$ cat config.mk
export PLATFORM = sky130hd
export DESIGN_NAME = window_peak_tracker
export DESIGN_NICKNAME = d
export VERILOG_FILES = /design/src/rtl/window_peak_tracker_pkg.sv /design/src/rtl/window_peak_tracker_signed_abs.sv /design/src/rtl/window_peak_tracker.sv
export SDC_FILE = /design/constraint.sdc
export NUM_CORES = 1
export LEC_CHECK = 0
export ABC_AREA = 1
export BUFFER_PORTS_ARGS = -buffer_cell sky130_fd_sc_hd__buf_4
export CELL_PAD_IN_SITES_DETAIL_PLACEMENT = 0
export CELL_PAD_IN_SITES_GLOBAL_PLACEMENT = 2
export CORE_ASPECT_RATIO = 2
export CORE_MARGIN = 10
export CORE_UTILIZATION = 29
export CTS_CLUSTER_SIZE = 14
export DETAILED_ROUTE_END_ITERATION = 7
export GPL_TIMING_DRIVEN = 0
export PLACE_DENSITY = 0.84
export SYNTH_ARGS = -nofsm -noshare
export SYNTH_HDL_FRONTEND = slang
export SYNTH_HIERARCHICAL = 1
export SYNTH_SLANG_ARGS = --single-unit
$ cat constraint.sdc
create_clock -name clk -period 2.2 [get_ports clk]
set_clock_uncertainty 0.05 [all_clocks]
set_input_delay 0.22 -clock clk [delete_from_list [all_inputs] [get_ports clk]]
set_output_delay 0.22 -clock clk [all_outputs]
set_load 0.02 [all_outputs]
$ cat src/rtl/window_peak_tracker_pkg.sv
// Shared types and constants for the windowed peak/amplitude tracker.
// Optional build macro used by the design: WINDOW_PEAK_TRACKER_ABS_SUM_EN.
package window_peak_tracker_pkg;

  localparam int DEFAULT_WIDTH     = 14;
  localparam int DEFAULT_CNT_WIDTH = 16;
  localparam int MIN_WINDOW        = 1;

  typedef enum logic {
    FIRST = 1'b0,
    ACCUM = 1'b1
  } state_t;

  typedef struct packed {
    logic signed [DEFAULT_WIDTH-1:0]                   maxVal;
    logic signed [DEFAULT_WIDTH-1:0]                   minVal;
    logic        [DEFAULT_WIDTH+DEFAULT_CNT_WIDTH-1:0] absSum;
  } result_t;

endpackage

$ cat src/rtl/window_peak_tracker_signed_abs.sv
// Combinational signed-to-unsigned magnitude. The most negative input maps to
// 2^(WIDTH-1), which still fits in WIDTH unsigned bits, so nothing is clipped.
module signed_abs #(
  parameter int WIDTH = 14
) (
  input  logic [WIDTH-1:0] a,
  output logic [WIDTH-1:0] mag
);

  // Two's-complement negate when the sign bit is set.
  always_comb begin
    mag = a;
    if (a[WIDTH-1]) begin
      mag = ~a + 1'b1;
    end
  end

endmodule

$ cat src/rtl/window_peak_tracker.sv
// Per-window maximum, minimum and sum of |x| over a programmable number of
// enabled samples, handed to the consumer through a valid/ready register stage.
// Build macro: WINDOW_PEAK_TRACKER_ABS_SUM_EN enables the |x| accumulator and
// the outAbsSum register; without it outAbsSum is tied to zero.
module window_peak_tracker
  import window_peak_tracker_pkg::*;
#(
  parameter int WIDTH     = 14,
  parameter int CNT_WIDTH = 16
) (
  input  logic                       clk,
  input  logic                       rst_n,
  input  logic                       enable,
  input  logic [WIDTH-1:0]           x,
  input  logic [CNT_WIDTH-1:0]       windowLength,
  input  logic                       clear,
  input  logic                       outReady,
  output logic                       outValid,
  output logic [WIDTH-1:0]           outMax,
  output logic [WIDTH-1:0]           outMin,
  output logic [WIDTH+CNT_WIDTH-1:0] outAbsSum,
  output logic                       overrun
);

  localparam logic [CNT_WIDTH-1:0] MIN_LEN = CNT_WIDTH'(MIN_WINDOW);

  state_t                    state;
  state_t                    stateNext;
  logic [CNT_WIDTH-1:0]      cnt;
  logic [CNT_WIDTH-1:0]      cntNext;
  logic [CNT_WIDTH-1:0]      len;
  logic [CNT_WIDTH-1:0]      lenEff;
  logic signed [WIDTH-1:0]   xs;
  logic signed [WIDTH-1:0]   maxReg;
  logic signed [WIDTH-1:0]   minReg;
  logic signed [WIDTH-1:0]   maxNext;
  logic signed [WIDTH-1:0]   minNext;
  logic                      complete;
  logic                      sampleTaken;

  assign xs          = x;
  assign lenEff      = (windowLength < MIN_LEN) ? MIN_LEN : windowLength;
  assign sampleTaken = enable && !clear;

  // Window sequencing and the statistics the current sample would produce.
  always_comb begin
    stateNext = state;
    cntNext   = cnt;
    maxNext   = maxReg;
    minNext   = minReg;
    complete  = 1'b0;
    unique case (state)
      FIRST: begin
        if (enable) begin
          maxNext = xs;
          minNext = xs;
          cntNext = MIN_LEN;
          if (lenEff == MIN_LEN) begin
            complete = 1'b1;
          end else begin
            stateNext = ACCUM;
          end
        end
      end
      ACCUM: begin
        if (enable) begin
          if (xs > maxReg) begin
            maxNext = xs;
          end
          if (xs < minReg) begin
            minNext = xs;
          end
          cntNext = cnt + 1'b1;
          if (cntNext == len) begin
            complete  = 1'b1;
            stateNext = FIRST;
          end
        end
      end
    endcase
    if (clear) begin
      stateNext = FIRST;
      complete  = 1'b0;
    end
  end

  // State register.
  always_ff @(posedge clk or negedge rst_n) begin
    if (!rst_n) begin
      state <= FIRST;
    end else begin
      state <= stateNext;
    end
  end

  // Running max/min/count; the window length is captured on the first sample only.
  always_ff @(posedge clk or negedge rst_n) begin
    if (!rst_n) begin
      cnt    <= '0;
      len    <= '0;
      maxReg <= '0;
      minReg <= '0;
    end else if (sampleTaken) begin
      cnt    <= cntNext;
      maxReg <= maxNext;
      minReg <= minNext;
      if (state == FIRST) begin
        len <= lenEff;
      end
    end
  end

  // Result handshake: load on completion, drop on transfer, flag unconsumed overwrites.
  always_ff @(posedge clk or negedge rst_n) begin
    if (!rst_n) begin
      outValid <= 1'b0;
      overrun  <= 1'b0;
      outMax   <= '0;
      outMin   <= '0;
    end else if (clear) begin
      outValid <= 1'b0;
      overrun  <= 1'b0;
    end else if (complete) begin
      outValid <= 1'b1;
      outMax   <= maxNext;
      outMin   <= minNext;
      if (outValid && !outReady) begin
        overrun <= 1'b1;
      end
    end else if (outValid && outReady) begin
      outValid <= 1'b0;
    end
  end

`ifdef WINDOW_PEAK_TRACKER_ABS_SUM_EN
  logic [WIDTH-1:0]           absX;
  logic [WIDTH+CNT_WIDTH-1:0] accReg;
  logic [WIDTH+CNT_WIDTH-1:0] accNext;
  logic [WIDTH+CNT_WIDTH-1:0] absSumReg;

  signed_abs #(
    .WIDTH(WIDTH)
  ) uAbs (
    .a  (x),
    .mag(absX)
  );

  // Magnitude accumulation: restart on the first sample, add on later ones.
  always_comb begin
    accNext = accReg;
    if (state == FIRST) begin
      accNext = {{CNT_WIDTH{1'b0}}, absX};
    end else begin
      accNext = accReg + {{CNT_WIDTH{1'b0}}, absX};
    end
  end

  // Accumulator register plus its copy in the result stage.
  always_ff @(posedge clk or negedge rst_n) begin
    if (!rst_n) begin
      accReg    <= '0;
      absSumReg <= '0;
    end else begin
      if (sampleTaken) begin
        accReg <= accNext;
      end
      if (complete) begin
        absSumReg <= accNext;
      end
    end
  end

  assign outAbsSum = absSumReg;
`else
  assign outAbsSum = '0;
`endif

endmodule
==> impl_metrics.tcl, run 1 <==
set metrics [dict create \
    wl_per_cell_um 18.5 \
    port-buffer-count 63 \
    cap_viol_max_count 0 \
    worst-setup-path-type "reg2reg" \
    period_minus_slack_ns 2.38 \
    fill_cells 2078 \
    cts.clk_slew.worst_paths_ns 0.07 \
    die_x_um 122 \
    cp_slowest_cell "dfrtp_1" \
    drive_gt1_frac 0.357 \
    power_mw 6.31 \
    gp_congestion 0.895 \
    pin_count 95 \
    antenna_left 0 \
    clkPwrFrac 0.263 \
    status "complete, but fails checks" \
    p_leak_nw 4.31 \
    final-hold-violation-count 0 \
    r2r-end "outMax[11]" \
    synth_area_leaders "dfrtp_1 38%, nand2_1 18%, nand3_1 8.9%" \
    ys_top_cells_by_count "283 x nand2_1, 108 x nand3_1, 97 x inv_1, 91 x dfrtp_1" \
    grt_pass1_vias 6566 \
    synth-edff-count 0 \
    totalWireLength_um 24000 \
    yosysWarnings 6 \
    worstPathMaxFanout 10 \
    arrival_ns 2.58 \
    grt_usage 0.173 \
    viasPerCell 4.89 \
    cts_tree "done" \
    synth_fa_ha_area_frac 0.0579 \
    core_area_um2 20500 \
    r2r.worst_path.cells 15 \
    period_share 1.08 \
    cp.required_ns 2.40 \
    synth_xor_area_frac 0.00145 \
    ys_ff_latch 91 \
    clock_latency_ns 0.36 \
    synth_most_common_cell "nand2_1" \
    clkSinkCount 91 \
    violations "setup timing" \
    clock-root-buffer "clkbuf_16" \
    die_area_um2 27400 \
    n_antenna_cell 0 \
    p_int_mw 3.89 \
    seq_area_frac_synth 0.377 \
    synthMuxAreaShare 0.00373 \
    sw_frac_of_total 0.383 \
    worst_slack_ns -0.185 \
    synth_top_family_by_area "simple AND/OR/NAND/NOR gates" \
    rows 74 \
    syn2layout_area_growth_pct 45.6 \
    cp-endpoint "outMax[11]" \
    max_clock_freq_mhz 419 \
    slew_viol_final 0 \
    multiInputGateArea_um2 4090 \
    synth_compound_area_frac 0.0915 \
    cts_buffers 9 \
    place_hpwl_um 18000 \
    synthCells 875 \
    yosys.cell_types.count 35 \
    comb_power_share 0.421 \
    ir_drop_mv 0.326 \
    crit_path_start_kind "register" \
    drtIter0Drc 354 \
    p_per_area_nw_per_um2 717 \
    power_frac_seq 0.316 \
    end_kind "register" \
    synth_flop_cell "dfrtp_1" \
    holdWs_ns 0.0340 \
    ff2ff_setup_slack_ns -0.18 \
    fin_nets 1085 \
    timing.critical_path.from "cnt[1]" \
    start_util 0.295 \
    dp_slack_ns -0.924 \
    regArea_um2 2280 \
    yosys.area_share.simple 0.343 \
    yosysTopAreaCell "dfrtp_1" \
    rsz0062_at_grt "true" \
    power_switching_mw 2.42 \
    relSlewSlack 0.280 \
    overflow 0 \
    min_path_type "in2reg" \
    cts_htree_levels 3 \
    slowest_delay_ns 0.41 \
    finish.utilization 0.430 \
    antenna_found_initial 0 \
    netlist_area_um2 6050 \
    grt_max_degree 92 \
    drc 0 \
    cts_buffer_depth 2 \
    die_h_um 224 \
    synth_top_area_frac 0.377 \
    dr.pass1.iters 5 \
    setup_viol 46 \
    avgSynthCellArea_um2 6.91 \
    rr_startpoint "cnt[1]" \
    max_slew.worst_pin.slew_ns 1.08 \
    async_flop_share 1.00 \
    path_cells "ha_4, nand2_4, nor2_4, buf_12, nand3_1, nand3b_1, nand3_1, nor2_1, nand3_2, o21bai_4, nand2_2, buf_6, buf_8, nand2_1, nand2_1" \
    vias 6319 \
    grt_pass1_wl_um 36100 \
]
## power groups by stage
stage	clock network [mW]	logic, mW	registers [mW]
4_1_cts	1.71	2.20	1.98
3_3_place_gp	0	1.53	1.99
5_1_grt	1.77	2.88	2.01
3_5_place_dp	0	1.54	2.00
6_report	1.66	2.66	1.99
2_1_floorplan	0	1.04	1.96
## sequential cells by signal, summed over array words and instances, names as in the netlist
name and cells:
outValid 1, overrun 1, state 1, outMin 14, cnt 16, maxReg 14, len 16, minReg 14
outMax 14
## logic make-up after synthesis
logic type | count (synthesis)
buf+inv | 166
simple gates | 482
fa+ha+maj | 28
flops | 91
other cells | 1
compound gates | 104
mux | 2
xor+xnor | 1
## area by class of cell
type                    count  area share
well taps                 266      0.0378
clock inverters             5     0.00711
inverters                  99      0.0422
clock buffers              11      0.0276
plain buffers              66      0.0563
flip-flops and latches     91       0.259
multi-input cells         647       0.465
repair buffers            108       0.105
## metal layers
layer | wire (um) | vias up | global-route usage
met4 | 1690 | 0 | 0.133
met2 | 13700 | 161 | 0.332
met3 | 795 | 65 | 0.0280
li1 | - | 3074 | -
met1 | 7800 | 3019 | 0.153
met5 | 0 | - | 0
## how the worst min path moves through the flow
stage,startpoint,to,slack [ns],depth (start not counted)
after floorplan,rst_n,cnt[0],-0.13,0
after global placement,windowLength[14],len[14],0.40,3
after detailed placement,windowLength[14],len[14],0.41,3
after CTS,windowLength[14],len[14],0.02,3
after global routing,windowLength[14],len[14],0.04,3
final,windowLength[15],len[15],0.03,3
## stage by stage
step                cells  cell area (um2)  setup TNS, ns
global placement     1233             6960         -42.02
detailed placement   1233             6960         -42.52
finish               1293             8800          -4.83
global route         1293             8800         -11.69
CTS                  1274             8170          -5.78
floorplan             904             6150              0
## repair_timing
item | CTS | global route
hold endpoints to repair | 0 | 91
buffers inserted | 21 | 18
pin swaps | 49 | 62
gates resized for setup | 177 | 133
gates cloned | 5 | 1
hold buffers | 0 | 1
setup endpoints to repair | 70 | 69
## placed cells by master (no fill, tap or decap), drive strengths merged, types with 3 or more instances in the layout
cell      n
nand2   284
buf     147
nand3   108
inv      98
dfrtp    91
nor2     52
o21ai    48
a21oi    37
clkbuf   37
conb     30
ha       28
nand4    23
o22ai    13
nand3b    7
nor3      3
clkinv    3
## critical path: cells and delay by family (launching register included)
family                     cells  cell delay (ns)
adders and majority gates      1             0.19
and+or+nand+nor               10             0.99
DFF                            1             0.41
buffers and inverters          3             0.43
AOI/OAI and AO/OA              1             0.19
Note: power is estimated with default switching activity, not from simulation.
==> run 2: changes to the inputs <==
- REMOVE_ABC_BUFFERS: default -> 1
==> run 2 against run 1 <==
The flow still finishes with violations (setup timing). Sequential power barely moved. Critical path depth stayed put. Routed wire length shrank 5.9%. Non-clock buffer count down 53. Total power decreased by 5.0%. Core utilization fell by 1.6 points. Sequential share of layout area rose by 1.1 points. Register-to-register slack better by 0.04 ns. Final area down 3.8%. Cell count decreased by 3.6%. Critical path type unchanged. Critical endpoint is now outMin[10].
==> impl_metrics.tcl, run 2 (same netlist as run 1, synthesis figures left out) <==
set metrics [dict create \
    status "complete, but fails checks" \
    violations "setup timing" \
    grt_max_degree 92 \
    clock-root-buffer "clkbuf_16" \
    ir_drop_mv 0.345 \
    dr.pass1.iters 4 \
    max_slew.worst_pin.slew_ns 1.25 \
    reg_top3 "cnt: 16 flops, len: 16 flops" \
    wl_per_cell_um 18.1 \
    finish.instance_area_um2 8470 \
    comb_power_share 0.393 \
    cts_tree "done" \
    rows 74 \
    clock_latency_ns 0.35 \
    cts_buffer_depth 2 \
    totalWireLength_um 22600 \
    start_util 0.295 \
    core_area_um2 20500 \
    worst-setup-path-type "reg2reg" \
    crit_path_start_kind "register" \
    n_antenna_cell 0 \
    drc 0 \
    antenna_found_initial 0 \
    rsz0062_at_grt "true" \
    grt_pass1_vias 6116 \
    placed_area_um2 6640 \
    power_mw 5.99 \
    cts_buffers 9 \
    max_clock_freq_mhz 426 \
    grtUsageMet1 0.158 \
    sw_frac_of_total 0.364 \
    final-hold-violation-count 0 \
    gp_congestion 0.820 \
    cts_hold_buf 0 \
    arrival_ns 2.58 \
    cts.clk_slew.worst_paths_ns 0.07 \
    die_x_um 122 \
    slew_viol_final 0 \
    drive_gt1_frac 0.363 \
    use_met2 0.310 \
    port-buffer-count 64 \
    period_share 1.07 \
    syn2layout_area_growth_pct 40.1 \
    dp_slack_ns -1.91 \
    overflow 0 \
    setup_viol 31 \
    die_area_um2 27400 \
    p_per_area_nw_per_um2 708 \
    power_frac_seq 0.332 \
    vias 6158 \
    drtIter0Drc 267 \
    grt_usage 0.160 \
    cts_htree_levels 3 \
    min_path_type "in2reg" \
    top_usage_layer "met2" \
    place_hpwl_um 14500 \
    cp.required_ns 2.44 \
    die_h_um 224 \
    cap_viol_max_count 0 \
    grtUsageMet3 0.0204 \
    final_cell_mix "187 x nand2_1, 102 x buf_4, 85 x dfrtp_1" \
    p_int_mw 3.81 \
    worstPathMaxFanout 7 \
    antenna_left 0 \
    fin_nets 1040 \
    p_leak_nw 4.01 \
    worst_slack_ns -0.149 \
    period_minus_slack_ns 2.35 \
    pin_count 95 \
    power_switching_mw 2.18 \
    relSlewSlack 0.168 \
    viasPerCell 4.94 \
    fill_cells 2148 \
    end_kind "register" \
    layout_commonest_cell "nand2_1" \
    grt_pass1_wl_um 33800 \
    clkSinkCount 91 \
    clkPwrFrac 0.274 \
]
run 2: layout make-up:
cell class                      instances  area (um2)  share of cell area
Multi-Input combinational cell        655        4090               0.483
Sequential cell                        91        2290               0.270
Timing Repair Buffer                  121        1090               0.129
Inverter                               99         372              0.0439
Tap cell                              266         333              0.0393
Clock buffer                           11         233              0.0275
Clock inverter                          3        65.1             0.00768
run 2: repair_timing:
item,4_1_cts,5_1_grt
setup endpoints to repair,83,59
pin swaps,23,97
setup buffers,24,30
gates cloned,6,3
resized for setup,67,203
run 2: critical path: stages (launching register included):
cell and delay [ns]:
dfrtp_2 0.43, ha_4 0.28, inv_2 0.04, nand2_2 0.05, nand3_2 0.06, nor2_2 0.13
nand3_2 0.09, nor2_4 0.13, nand2_1 0.07, nor2_2 0.13, nand3_2 0.11, o21bai_4 0.15
buf_12 0.19, clkbuf_16 0.19, nand3_1 0.07, nand2_1 0.09
run 2: path summary, 6_finish.rpt:
| path | start | slack, ns | cells past startpoint | to |
|---|---|---|---|---|
| worst max-delay path | cnt[1] | -0.15 | 15 | outMin[10] |
| worst min-delay path | windowLength[15] | 0.05 | 3 | len[15] |
| worst max register to register | cnt[1] | -0.15 | 15 | outMin[10] |
| worst min register to register | outMin[6] | 0.42 | 2 | outMin[6] |
| max in group asynchronous | rst_n | 1.08 | 1 | state |
| min in group asynchronous | rst_n | 0.08 | 1 | outMin[12] |
run 2: power groups by stage:
stage          Sequential [mW]  Combinational (mW)  Clock [mW]
2_1_floorplan             1.98               0.937           0
3_3_place_gp              2.02                1.36           0
3_5_place_dp              2.03                1.39           0
4_1_cts                   1.98                1.69        1.71
5_1_grt                   2.01                2.58        1.76
6_report                  1.99                2.36        1.64
run 2: routing by layer:
metal / routed length, um / share of wire
met4: 800 / 0.035
met2: 13100 / 0.58
met5: 0 / 0
met3: 721 / 0.032
met1: 7890 / 0.35
run 2: stage by stage:
stage,utilization,hold WS [ns],TNS (ns),instances
6_report,0.414,0.0534,-3.47,1246
5_1_grt,0.414,0.0588,-8.69,1246
4_1_cts,0.367,0.0458,-5.03,1213
3_5_place_dp,0.324,0.410,-93.51,1169
3_3_place_gp,0.322,0.408,-183.24,1167
2_1_floorplan,-,-0.126,-34.31,837
==> run 3: changes to the inputs <==
- CORE_UTILIZATION: 29 -> 34
- PLACE_DENSITY: 0.84 -> 0.92
- clock period: 2.2 -> 3 ns (I/O delays scaled with it)
==> run 3 against run 2 <==
The flow now finishes without violations. Core utilization is 1.7 points lower. Hold slack better by 0.045 ns. Worst setup slack better by 0.43 ns. Sequential power is 26% lower. Highest routed layer unchanged. Non-clock buffer count is 52 lower. Clock-buffer cell count is 2 lower. Combinational power is 58% lower.
==> impl_metrics.tcl, run 3 (same netlist as run 1, synthesis figures left out) <==
set metrics [dict create \
    status "completed" \
    pin_count 95 \
    clock_latency_ns 0.35 \
    overflow 0 \
    slowest_delay_ns 0.47 \
    viasPerCell 4.83 \
    cap_viol_max_count 0 \
    cts_htree_levels 3 \
    max_slew.worst_pin.slew_ns 1.20 \
    placed_cells 1116 \
    path_cells "ha_1, nand2_1, nor2_4, nand3_1, nand2_1, nand2_1, nand2_1, nand2_1, nor2_1, nand3_1, o21bai_4, buf_12, nand2_8, nand2_1, nand2_1" \
    max_clock_freq_mhz 368 \
    cp.buffers_inverters 1 \
    place_hpwl_um 11700 \
    die_x_um 114 \
    hold_path_depth 2 \
    cts.clk_slew.worst_paths_ns 0.07 \
    timing.critical_path.from "cnt[0]" \
    ir_drop_mv 0.340 \
    grtUsageMet3 0.0307 \
    ff2ff_setup_slack_ns 0.28 \
    cts_buffer_depth 2 \
    worst-setup-path-type "reg2reg" \
    cts_hold_buf 0 \
    antenna_left 0 \
    placed_area_um2 6560 \
    grt_max_degree 92 \
    use_met2 0.243 \
    relSlewSlack 0.199 \
    final_cell_mix "280 x nand2_1, 106 x nand3_1, 97 x inv_1" \
    die_h_um 209 \
    fin_nets 981 \
    dp_slack_ns -1.41 \
    cpMostUsedCell "nand2_1" \
    end_kind "register" \
    stdcell_count 1136 \
    worstPathMaxFanout 29 \
    crit_path_start_kind "register" \
    grt_usage 0.146 \
    dr.pass1.iters 6 \
    r2r-end "outMax[13]" \
    setup_viol 0 \
    grt_pass1_vias 5605 \
    gp_congestion 0.801 \
    vias 5490 \
    rows 69 \
    finalSetupTns_ns 0 \
    worst_slack_ns 0.282 \
    core_area_um2 17600 \
    wl_per_cell_um 14.9 \
    clkSinkCount 91 \
    n_antenna_cell 0 \
    arrival_ns 2.91 \
    grtUsageMet1 0.183 \
    cp.required_ns 3.19 \
    antenna_found_initial 0 \
    cts_buffers 9 \
    drtIter0Drc 305 \
    drc 0 \
    reg_top3 "cnt: 16 flops, len: 16 flops" \
    period_share 0.906 \
    totalWireLength_um 16900 \
    start_util 0.343 \
    cp_slowest_cell "dfrtp_2" \
    slew_viol_final 0 \
    rr_startpoint "cnt[0]" \
    grt_pass1_wl_um 28400 \
    syn2layout_area_growth_pct 15.6 \
    p_per_area_nw_per_um2 516 \
    top_usage_layer "met2" \
    p_leak_nw 3.65 \
    fill_cells 1926 \
    path_delay_family "simple AND/OR/NAND/NOR gates" \
    cp_num_cells 15 \
    clock-root-buffer "clkbuf_16" \
    period_minus_slack_ns 2.72 \
    finish.instance_area_um2 6990 \
    die_area_um2 23800 \
    power_mw 3.60 \
    port-buffer-count 64 \
    cp-endpoint "outMax[13]" \
    drive_gt1_frac 0.117 \
    min_path_type "in2reg" \
    cts_tree "done" \
    final-hold-violation-count 0 \
    r2r.worst_path.cells 15 \
    layout_commonest_cell "nand2_1" \
]
[run 3: what timing repair did]
| action | CTS | global route |
|---|---|---|
| resized for setup | 7 | 9 |
| cloned | 1 | 0 |
| setup endpoints to repair | 58 | 54 |
| buffers inserted | 1 | 2 |
| pin swaps | 1 | 2 |
[run 3: stage by stage]
step,util,hold WS (ns)
floorplan,-,-0.0456
global placement,0.370,0.404
detailed placement,0.373,0.410
CTS,0.392,0.0831
global route,0.397,0.0955
finish,0.397,0.0982
[run 3: power by group]
part	total [mW]	switching [mW]	internal, mW	leakage [nW]
logic	0.999	0.663	0.336	2.30
registers	1.47	0.111	1.35	1.20
clock network	1.14	0.553	0.586	0.145
total	3.60	1.33	2.28	3.65
[run 3: routing by layer]
metal | wire, um | up-vias
li1 | - | 2870
met1 | 7780 | 2487
met2 | 8140 | 114
met3 | 757 | 19
met4 | 255 | 0
met5 | 0 | -
[run 3: how the worst min path moves through the flow]
stage / start / to / slack [ns]
finish: clear / state / 0.1
global route: clear / state / 0.1
CTS: clear / state / 0.08
detailed placement: outMin[1] / outMin[1] / 0.41
global placement: outMin[12] / outMin[12] / 0.40
floorplan: rst_n / cnt[0] / -0.05
[run 3: area by class of cell]
class / count / area [um2] / area share
sequential: 91 / 2280 / 0.326
tap: 213 / 267 / 0.0381
inverter: 99 / 372 / 0.0532
timing repair buffer: 69 / 563 / 0.0806
clock buffer: 9 / 225 / 0.0322
clock inverter: 7 / 66.3 / 0.00949
multi-input combinational: 648 / 3220 / 0.460
[run 3: worst reg2reg max path, stage by stage, from the launching register on]
cell      delay [ns]
dfrtp_2         0.47
ha_1            0.23
nand2_1         0.13
nor2_4          0.23
nand3_1         0.11
nand2_1         0.09
nand2_1         0.07
nand2_1         0.06
nand2_1         0.07
nor2_1          0.10
nand3_1         0.26
o21bai_4        0.26
buf_12          0.14
nand2_8         0.14
nand2_1         0.14
nand2_1         0.06
